### config.mk
export PLATFORM = sky130hd
export DESIGN_NAME = fetch_stage
export DESIGN_NICKNAME = d
export VERILOG_FILES = /design/src/rtl/fetch_pkg.sv /design/src/rtl/fetch_buf.sv /design/src/rtl/fetch_stage.sv
export SDC_FILE = /design/constraint.sdc
export NUM_CORES = 1
export LEC_CHECK = 0
export ABC_CLOCK_PERIOD_IN_PS = 7200
export BUFFER_PORTS_ARGS = -buffer_cell sky130_fd_sc_hd__clkbuf_2
export CORE_UTILIZATION = 35
export CTS_CLUSTER_SIZE = 8
export DETAILED_ROUTE_END_ITERATION = 12
export GPL_ROUTABILITY_DRIVEN = 0
export GPL_TIMING_DRIVEN = 1
export PLACE_DENSITY = 0.58
export REMOVE_ABC_BUFFERS = 1
export SYNTH_ARGS = -nofsm -noshare
export SYNTH_HDL_FRONTEND = slang
export SYNTH_HIERARCHICAL = 1
export SYNTH_SLANG_ARGS = --single-unit
### constraint.sdc
create_clock -name clk -period 7.2 [get_ports clk]
set_input_delay 1.44 -clock clk [delete_from_list [all_inputs] [get_ports clk]]
set_output_delay 1.44 -clock clk [all_outputs]
set_load 0.01 [all_outputs]
### src/rtl/fetch_pkg.sv
// Shared defaults and the {pc, instr} entry type for the instruction-fetch stage.
package fetch_pkg;
    localparam int DEF_ADDR_W   = 8;
    localparam int DEF_INSTR_W  = 16;
    localparam int DEF_RESET_PC = 0;

    typedef struct packed {
        logic [DEF_ADDR_W-1:0]  pc;
        logic [DEF_INSTR_W-1:0] instr;
    } fetch_entry_t;
endpackage

### src/rtl/fetch_buf.sv
// Two-entry synchronous FIFO holding fetched {pc, instr} entries; flush beats push and pop.
module fetch_buf
    import fetch_pkg::*;
#(
    parameter type entry_t = fetch_entry_t
) (
    input  logic       clk,
    input  logic       rst_n,
    input  logic       push,
    input  logic       pop,
    input  logic       flush,
    input  entry_t     push_data,
    output logic [1:0] count,
    output entry_t     head
);
    entry_t     mem_q [2];
    entry_t     mem_d [2];
    logic       rd_ptr_q, rd_ptr_d;
    logic       wr_ptr_q, wr_ptr_d;
    logic [1:0] count_q, count_d;
    logic       do_push, do_pop;

    always_comb begin
        do_pop   = pop && (count_q != 2'd0);
        do_push  = push && ((count_q != 2'd2) || do_pop);
        mem_d    = mem_q;
        rd_ptr_d = rd_ptr_q;
        wr_ptr_d = wr_ptr_q;
        count_d  = count_q;
        if (flush) begin
            rd_ptr_d = 1'b0;
            wr_ptr_d = 1'b0;
            count_d  = 2'd0;
        end else begin
            if (do_push) begin
                mem_d[wr_ptr_q] = push_data;
                wr_ptr_d        = ~wr_ptr_q;
            end
            if (do_pop) begin
                rd_ptr_d = ~rd_ptr_q;
            end
            count_d = count_q + {1'b0, do_push} - {1'b0, do_pop};
        end
    end

    always_ff @(posedge clk) begin
        if (!rst_n) begin
            mem_q[0] <= '0;
            mem_q[1] <= '0;
            rd_ptr_q <= 1'b0;
            wr_ptr_q <= 1'b0;
            count_q  <= 2'd0;
        end else begin
            mem_q    <= mem_d;
            rd_ptr_q <= rd_ptr_d;
            wr_ptr_q <= wr_ptr_d;
            count_q  <= count_d;
        end
    end

    assign count = count_q;
    assign head  = mem_q[rd_ptr_q];
endmodule

### src/rtl/fetch_stage.sv
// Instruction-fetch stage: owns the PC, issues 1-cycle-latency imem reads and
// skid-buffers responses toward decode. Handshake: an entry transfers on a cycle
// where out_valid & out_ready; out_valid never depends on out_ready.
module fetch_stage
    import fetch_pkg::*;
#(
    parameter int                ADDR_W   = DEF_ADDR_W,
    parameter int                INSTR_W  = DEF_INSTR_W,
    parameter logic [ADDR_W-1:0] RESET_PC = ADDR_W'(DEF_RESET_PC)
) (
    input  logic               clk,
    input  logic               rst_n,
    output logic               imem_req,
    output logic [ADDR_W-1:0]  imem_addr,
    input  logic [INSTR_W-1:0] imem_rdata,
    input  logic               redirect,
    input  logic [ADDR_W-1:0]  redirect_pc,
    output logic               out_valid,
    input  logic               out_ready,
    output logic [ADDR_W-1:0]  out_pc,
    output logic [INSTR_W-1:0] out_instr
);
    typedef struct packed {
        logic [ADDR_W-1:0]  pc;
        logic [INSTR_W-1:0] instr;
    } entry_t;

    logic [ADDR_W-1:0] pc_q, pc_d;
    logic [ADDR_W-1:0] inflight_pc_q, inflight_pc_d;
    logic              inflight_q, inflight_d;
    logic [1:0]        count;
    logic [2:0]        occupancy;
    logic              push, pop, issue;
    entry_t            head, push_data;

    always_comb begin
        pop             = out_valid & out_ready;
        push            = inflight_q & ~redirect;
        push_data.pc    = inflight_pc_q;
        push_data.instr = imem_rdata;
        // Slots already claimed after this cycle's pop; keeps count + inflight <= 2.
        occupancy = {1'b0, count} + {2'b00, inflight_q} - {2'b00, pop};
        issue     = rst_n & ~redirect & (occupancy < 3'd2);

        pc_d          = pc_q;
        inflight_d    = issue;
        inflight_pc_d = inflight_pc_q;
        if (redirect) begin
            pc_d = redirect_pc;
        end else if (issue) begin
            pc_d          = pc_q + ADDR_W'(1);
            inflight_pc_d = pc_q;
        end
    end

    always_ff @(posedge clk) begin
        if (!rst_n) begin
            pc_q          <= RESET_PC;
            inflight_q    <= 1'b0;
            inflight_pc_q <= RESET_PC;
        end else begin
            pc_q          <= pc_d;
            inflight_q    <= inflight_d;
            inflight_pc_q <= inflight_pc_d;
        end
    end

    fetch_buf #(
        .entry_t (entry_t)
    ) u_buf (
        .clk       (clk),
        .rst_n     (rst_n),
        .push      (push),
        .pop       (pop),
        .flush     (redirect),
        .push_data (push_data),
        .count     (count),
        .head      (head)
    );

    assign imem_req  = issue;
    assign imem_addr = pc_q;
    assign out_valid = (count != 2'd0);
    // Stale storage is hidden so an empty buffer always shows zeros.
    assign out_pc    = out_valid ? head.pc : '0;
    assign out_instr = out_valid ? head.instr : '0;
endmodule

==> results.py, run 1 <==
metrics = {
    "final_layout": {
        "area_delta_synth_final_pct": 18.1,
        "final_cells": 543,
        "antenna_cells": 0,
        "stdcell_area_um2": 4000,
        "nNetsFinal": 442,
        "drive_gt1_share_pct": 27.3,
    },
    "routing": {
        "num_vias": 2532,
        "wl_um": 6800,
        "dr.pass1.iters": 4,
        "drtIter0Drc": 78,
        "drcViolationCount": 0,
        "routed_via_density": 4.66,
        "wl_per_cell_um": 12.5,
        "ant_nets": 0,
    },
    "synth": {
        "synth_area_per_cell_um2": 9.56,
        "synth_edf_count": 0,
        "yosys_warnings": 6,
        "ys_async_sr_fraction_pct": 0,
        "synth_area_leader_cell": "dfxtp_1",
        "synthDistinctLibCells": 39,
        "synth_seq_area_share_pct": 40.8,
        "synth_common_cells": "nand2_1 (82), dfxtp_1 (69), mux2i_1 (58)",
        "syn_area_um2": 3390,
        "yosysMostFrequentCell": "nand2_1",
        "synth_top_area_share_pct": 40.8,
        "ys.flop_type": "dfxtp_1",
        "syn-instance-count": 354,
        "synthTopCellsByArea": "dfxtp_1 (41%), mux2i_1 (17%), nand2_1 (9.1%)",
        "ys_seq_elements": 69,
    },
    "cts": {
        "insertion_delay_ns": 0.34,
        "cts_tree": "done",
        "ctsResizeCount": 0,
        "cts_buffers": 9,
        "post-cts-setup-buffer-count": 0,
        "htree_levels": 3,
        "clk_pin_slew_ns": 0.07,
        "clock-sinks": 69,
        "clk_path_buf_depth": 2,
        "hold_buffers": 0,
        "root_buffer": "clkbuf_8",
    },
    "global_routing": {
        "grt_pass1_vias": 2425,
        "grt_overflow_total": 0,
        "grt_pass1_wl_um": 11300,
        "grt_use_total_pct": 14.2,
        "antenna_found_initial": 0,
        "grt_max_degree": 93,
    },
    "floorplan": {
        "core-area_um2": 9280,
        "die_w_um": 100,
        "rows": 35,
        "initial_core_util_pct": 36.5,
        "die_h_um": 100,
        "ios": 62,
        "dieArea_um2": 10100,
    },
    "sta": {
        "finalMaxSlewViolations": 0,
        "tightest_slew_ns": 0.858,
        "finalHoldViolations": 0,
        "final.setup.tns_ns": 0,
        "setup_ws_ns": 2.27,
        "fmaxAchievable_ghz": 0.203,
        "finalClockSkew_ns": 0.0114,
        "fin_crit_sh_pct": 68.5,
        "period_needed_ns": 4.93,
        "rsz0062_at_grt": "false",
        "slew_headroom_pct": 42.8,
        "setup_viol": 0,
    },
    "setup_path": {
        "reg2reg_from": "u_buf/count[1]",
        "critical_path_class": "in2out",
        "worstPathMaxFanout": 9,
        "r2r_end": "imem_addr[7]",
        "crit_required_ns": 5.76,
        "endpoint_kind": "output port",
        "r2r_slack_ns": 4.30,
        "worstPathArrival_ns": 3.49,
        "startpoint": "out_ready",
        "worstRegToRegCells": 9,
        "worstSetupEndpoint": "imem_req",
        "cp-start-kind": "input pin",
    },
    "place": {
        "hpwl_um": 4410,
        "post_dp_cell_area_um2": 3760,
        "pre_cts_ws_ns": 2.27,
        "post-place-cells": 527,
        "port_buffers": 61,
    },
    "power_and_ir_drop": {
        "p_sw_w": 0.000186,
        "power.density_nw_per_um2": 208,
        "pwr-share-seq_pct": 47.8,
        "p_int_w": 0.000644,
        "power_frac_comb_pct": 6.7,
        "p_leak_nw": 1.74,
        "p_sw_share_pct": 22.4,
        "p_clk_share_pct": 45.5,
        "ir_drop_mv": 0.123,
    },
    "status": {
        "status": "complete, no violations",
    },
    "flow_run": {
        "maxCapViolCount": 0,
    },
    "min_path": {
        "min_path_type": "reg2reg",
    },
}
[kinds of logic after synthesis]
group           after synthesis  share of synthesized area [%]
compound gates               18                           3.84
buf+inv                      29                           4.73
mux                          82                           25.1
xor+xnor                      8                           2.29
flops                        69                           40.8
simple gates                143                           21.1
fa+ha+maj                     5                           2.07
[how the worst min path moves through the flow]
stage / end / depth (start not counted) / from / slack (ns)
finish: u_buf/mem_q[20] / 2 / u_buf/mem_q[20] / 0.46
floorplan: u_buf/mem_q[0] / 2 / u_buf/mem_q[0] / 0.43
global route: u_buf/mem_q[19] / 2 / u_buf/mem_q[19] / 0.47
detailed placement: u_buf/mem_q[15] / 2 / u_buf/mem_q[15] / 0.45
global placement: u_buf/mem_q[6] / 2 / u_buf/mem_q[6] / 0.44
CTS: u_buf/mem_q[19] / 2 / u_buf/mem_q[19] / 0.46
[cells in the final DEF, fill, tap and decap left out, types with 3 or more instances in the layout]
| cell type | instances |
|---|---|
| nand2_1 | 82 |
| xnor2_1 | 4 |
| clkbuf_2 | 61 |
| a21oi_1 | 3 |
| mux2_2 | 24 |
| o21ai_0 | 4 |
| clkbuf_8 | 9 |
| ha_1 | 4 |
| nand3_1 | 3 |
| and2_1 | 6 |
| nor3_1 | 4 |
| nor2b_1 | 35 |
| dfxtp_1 | 69 |
| bufinv_16 | 3 |
| inv_1 | 6 |
| buf_4 | 5 |
| mux2i_1 | 58 |
| xor2_1 | 3 |
[per-layer routing]
| layer | vias to the layer above | global-route usage (%) | share of wire (%) |
|---|---|---|---|
| met1 | 1169 | 18.6 | 51 |
| met4 | 0 | 4.46 | 0.31 |
| met3 | 5 | 4.39 | 5.6 |
| met5 | - | 0 | 0 |
| met2 | 68 | 22.4 | 43 |
| li1 | 1290 | - | - |
[worst max-delay path: stages]
cell and delay (ns):
clkbuf_2 0.07, nor2b_1 0.27, ha_1 0.29, nand2b_1 0.15
fa_1 0.50, nand2_1 0.14, nor3_1 0.24, buf_4 0.23
clkbuf_2 0.16
[area by class of cell]
cell class,count,area [um^2]
tap,129,161
sequential,69,1380
clock inverter,6,111
timing repair buffer,66,343
multi-input combinational,256,1850
inverter,7,26.3
clock buffer,10,128
fill,946,5290
[power groups by stage]
stage          registers (W)  logic [W]  clock network, W
5_1_grt             0.000398  0.0000628          0.000405
3_3_place_gp        0.000405  0.0000557                 0
3_5_place_dp        0.000405  0.0000565                 0
4_1_cts             0.000397  0.0000568          0.000390
6_report            0.000397  0.0000560          0.000378
2_1_floorplan       0.000405  0.0000294                 0
[through the flow]
stage	hold slack [ns]	power [W]	utilization [%]
6_report	0.455	0.000830	43.1
5_1_grt	0.466	0.000866	43.1
4_1_cts	0.459	0.000843	43.1
3_5_place_dp	0.447	0.000462	40.5
3_3_place_gp	0.441	0.000461	40.5
2_1_floorplan	0.431	0.000434	-
[registers in the layout, indices dropped and copies added, names as in the netlist]
| signal | cells |
|---|---|
| inflight_pc_q | 8 |
| u_buf/rd_ptr_q | 1 |
| inflight_q | 1 |
| imem_addr | 8 |
| u_buf/wr_ptr_q | 1 |
| u_buf/mem_q | 48 |
| u_buf/count | 2 |
Note: power is estimated with default switching activity, not from simulation.
==> inputs of run 2 (changes only) <==
--- a/config.mk
+++ b/config.mk
@@ -5,14 +5,14 @@
 export SDC_FILE = /design/constraint.sdc
 export NUM_CORES = 1
 export LEC_CHECK = 0
-export ABC_CLOCK_PERIOD_IN_PS = 7200
+export ABC_CLOCK_PERIOD_IN_PS = 4200
 export BUFFER_PORTS_ARGS = -buffer_cell sky130_fd_sc_hd__clkbuf_2
 export CORE_UTILIZATION = 35
 export CTS_CLUSTER_SIZE = 8
 export DETAILED_ROUTE_END_ITERATION = 12
 export GPL_ROUTABILITY_DRIVEN = 0
 export GPL_TIMING_DRIVEN = 1
-export PLACE_DENSITY = 0.58
+export PLACE_DENSITY = 0.6
 export REMOVE_ABC_BUFFERS = 1
 export SYNTH_ARGS = -nofsm -noshare
 export SYNTH_HDL_FRONTEND = slang
==> constraint.sdc (replaced) <==
create_clock -name clk -period 4.2 [get_ports clk]
set_input_delay 0.84 -clock clk [delete_from_list [all_inputs] [get_ports clk]]
set_output_delay 0.84 -clock clk [all_outputs]
set_load 0.01 [all_outputs]
==> run 2 against run 1 <==
Against the previous run: clock power grew 30%; combinational power grew 72%; sequential power grew 71%; clock skew shrank 0.0027 ns; setup slack lost 1.7 ns; critical path depth shrank 1; critical path type is now reg2out; largest cell class unchanged.
==> results.py, run 2 (same netlist as run 1, synthesis figures left out) <==
metrics = {
    "sta": {
        "fin_crit_sh_pct": 85.8,
        "tightest_slew_ns": 0.843,
        "slew_headroom_pct": 43.8,
        "setup_viol": 0,
        "finalClockSkew_ns": 0.00866,
        "fmaxAchievable_ghz": 0.277,
        "finalHoldViolations": 0,
        "rsz0062_at_grt": "false",
        "timing.hold.ws_ns": 0.456,
        "setup_ws_ns": 0.595,
        "finalMaxSlewViolations": 0,
        "period_needed_ns": 3.61,
    },
    "global_routing": {
        "grt_pass1_wl_um": 11500,
        "grt_use_total_pct": 14.8,
        "grt_overflow_total": 0,
        "grt_max_degree": 92,
        "antenna_found_initial": 0,
        "grt_pass1_vias": 2473,
    },
    "final_layout": {
        "regMostFlops": "u_buf/mem_q",
        "drive_gt1_share_pct": 27.3,
        "antenna_cells": 0,
        "nNetsFinal": 442,
        "largest_reg_flops": 48,
        "mostFrequentLayoutCell": "nand2_1",
        "final_cell_mix": "nand2_1 (82), dfxtp_1 (69), clkbuf_2 (61)",
        "area_delta_synth_final_pct": 16.3,
    },
    "floorplan": {
        "core-area_um2": 9280,
        "die_h_um": 100,
        "initial_core_util_pct": 36.5,
        "die_w_um": 100,
        "rows": 35,
        "dieArea_um2": 10100,
        "ios": 62,
    },
    "routing": {
        "met2_length_um": 3100,
        "wl_met3_um": 307,
        "num_vias": 2525,
        "routed_via_density": 4.65,
        "drtIter0Drc": 43,
        "drcViolationCount": 0,
        "dr.pass1.iters": 4,
        "wl_per_cell_um": 12.7,
        "m1WireLength_um": 3360,
        "routed.top_layer": "met4",
        "ant_nets": 0,
        "wl_um": 6880,
    },
    "setup_path": {
        "worstPathMaxFanout": 8,
        "worstRegToRegCells": 10,
        "r2r_end": "inflight_pc_q[5]",
        "worstPathArrival_ns": 2.77,
        "critical_path_class": "reg2out",
        "endpoint_kind": "output port",
        "r2r_slack_ns": 1.35,
        "cp-start-kind": "flip-flop",
        "crit_required_ns": 3.36,
        "reg2reg_from": "u_buf/count[1]",
    },
    "min_path": {
        "min_path_type": "reg2reg",
        "hold_depth": 2,
        "worstHoldStart": "u_buf/mem_q[22]",
        "whs_endpoint": "u_buf/mem_q[22]",
    },
    "cts": {
        "ctsResizeCount": 0,
        "insertion_delay_ns": 0.34,
        "clock-sinks": 69,
        "post-cts-setup-buffer-count": 0,
        "root_buffer": "clkbuf_8",
        "htree_levels": 3,
        "clk_path_buf_depth": 2,
        "cts_buffers": 9,
        "hold_buffers": 0,
        "cts_tree": "done",
        "clk_pin_slew_ns": 0.08,
    },
    "power_and_ir_drop": {
        "ir_drop_mv": 0.142,
        "p_leak_nw": 1.71,
        "power.density_nw_per_um2": 322,
    },
    "flow_run": {
        "maxCapViolCount": 0,
    },
    "status": {
        "status": "complete, no violations",
    },
    "place": {
        "hpwl_um": 4450,
        "port_buffers": 61,
        "pre_cts_ws_ns": 0.689,
    },
}
-- run 2: cell types whose count changed in the layout (fill, tap and decap cells not counted), sizes merged --
cell	change
bufinv	-3
clkbuf	+2
clkinv	+1
-- run 2: final cells by class --
cell class / instances / area, um^2
Fill cell: 943 / 5350
Multi-Input combinational cell: 256 / 1850
Sequential cell: 69 / 1380
Timing Repair Buffer: 66 / 343
Tap cell: 129 / 161
Clock buffer: 12 / 155
Inverter: 7 / 26.3
Clock inverter: 4 / 22.5
-- run 2: report_power, final --
group / internal [W] / total, W / switching (W)
registers: 0.000667 / 0.000680 / 0.0000131
logic: 0.0000429 / 0.0000963 / 0.0000535
clock network: 0.000244 / 0.000490 / 0.000246
-- run 2: routing by layer --
metal | vias to the layer above | GRT usage, %
met5 | - | 0
met4 | 0 | 6.35
met3 | 7 | 4.32
met2 | 65 | 23.7
met1 | 1156 | 18.6
li1 | 1297 | -
-- run 2: worst max-delay path by stage --
| stage | startpoint | end | depth (start not counted) |
|---|---|---|---|
| after floorplan | u_buf/count[1] | imem_req | 7 |
| after global placement | out_ready | imem_req | 8 |
| after detailed placement | out_ready | imem_req | 8 |
| after CTS | u_buf/count[1] | imem_req | 8 |
| after global routing | u_buf/count[1] | imem_req | 8 |
| final | u_buf/count[1] | imem_req | 8 |
-- run 2: critical path: stages, from the launching register on --
cell	delay, ns
dfxtp_1	0.57
nor2_2	0.07
nor2b_1	0.27
ha_1	0.29
nand2b_1	0.15
fa_1	0.50
nand2_1	0.14
nor3_1	0.25
clkbuf_2	0.18
-- run 2: through the flow --
step	util [%]	std cells	setup TNS, ns	instance area (um^2)	power, W
5_1_grt	42.4	543	0	3940	0.00133
3_3_place_gp	40.5	527	0	3760	0.000790
6_report	42.4	543	0	3940	0.00127
2_1_floorplan	-	332	-0.256	3250	0.000744
4_1_cts	42.4	543	0	3940	0.00129
3_5_place_dp	40.5	527	0	3760	0.000792
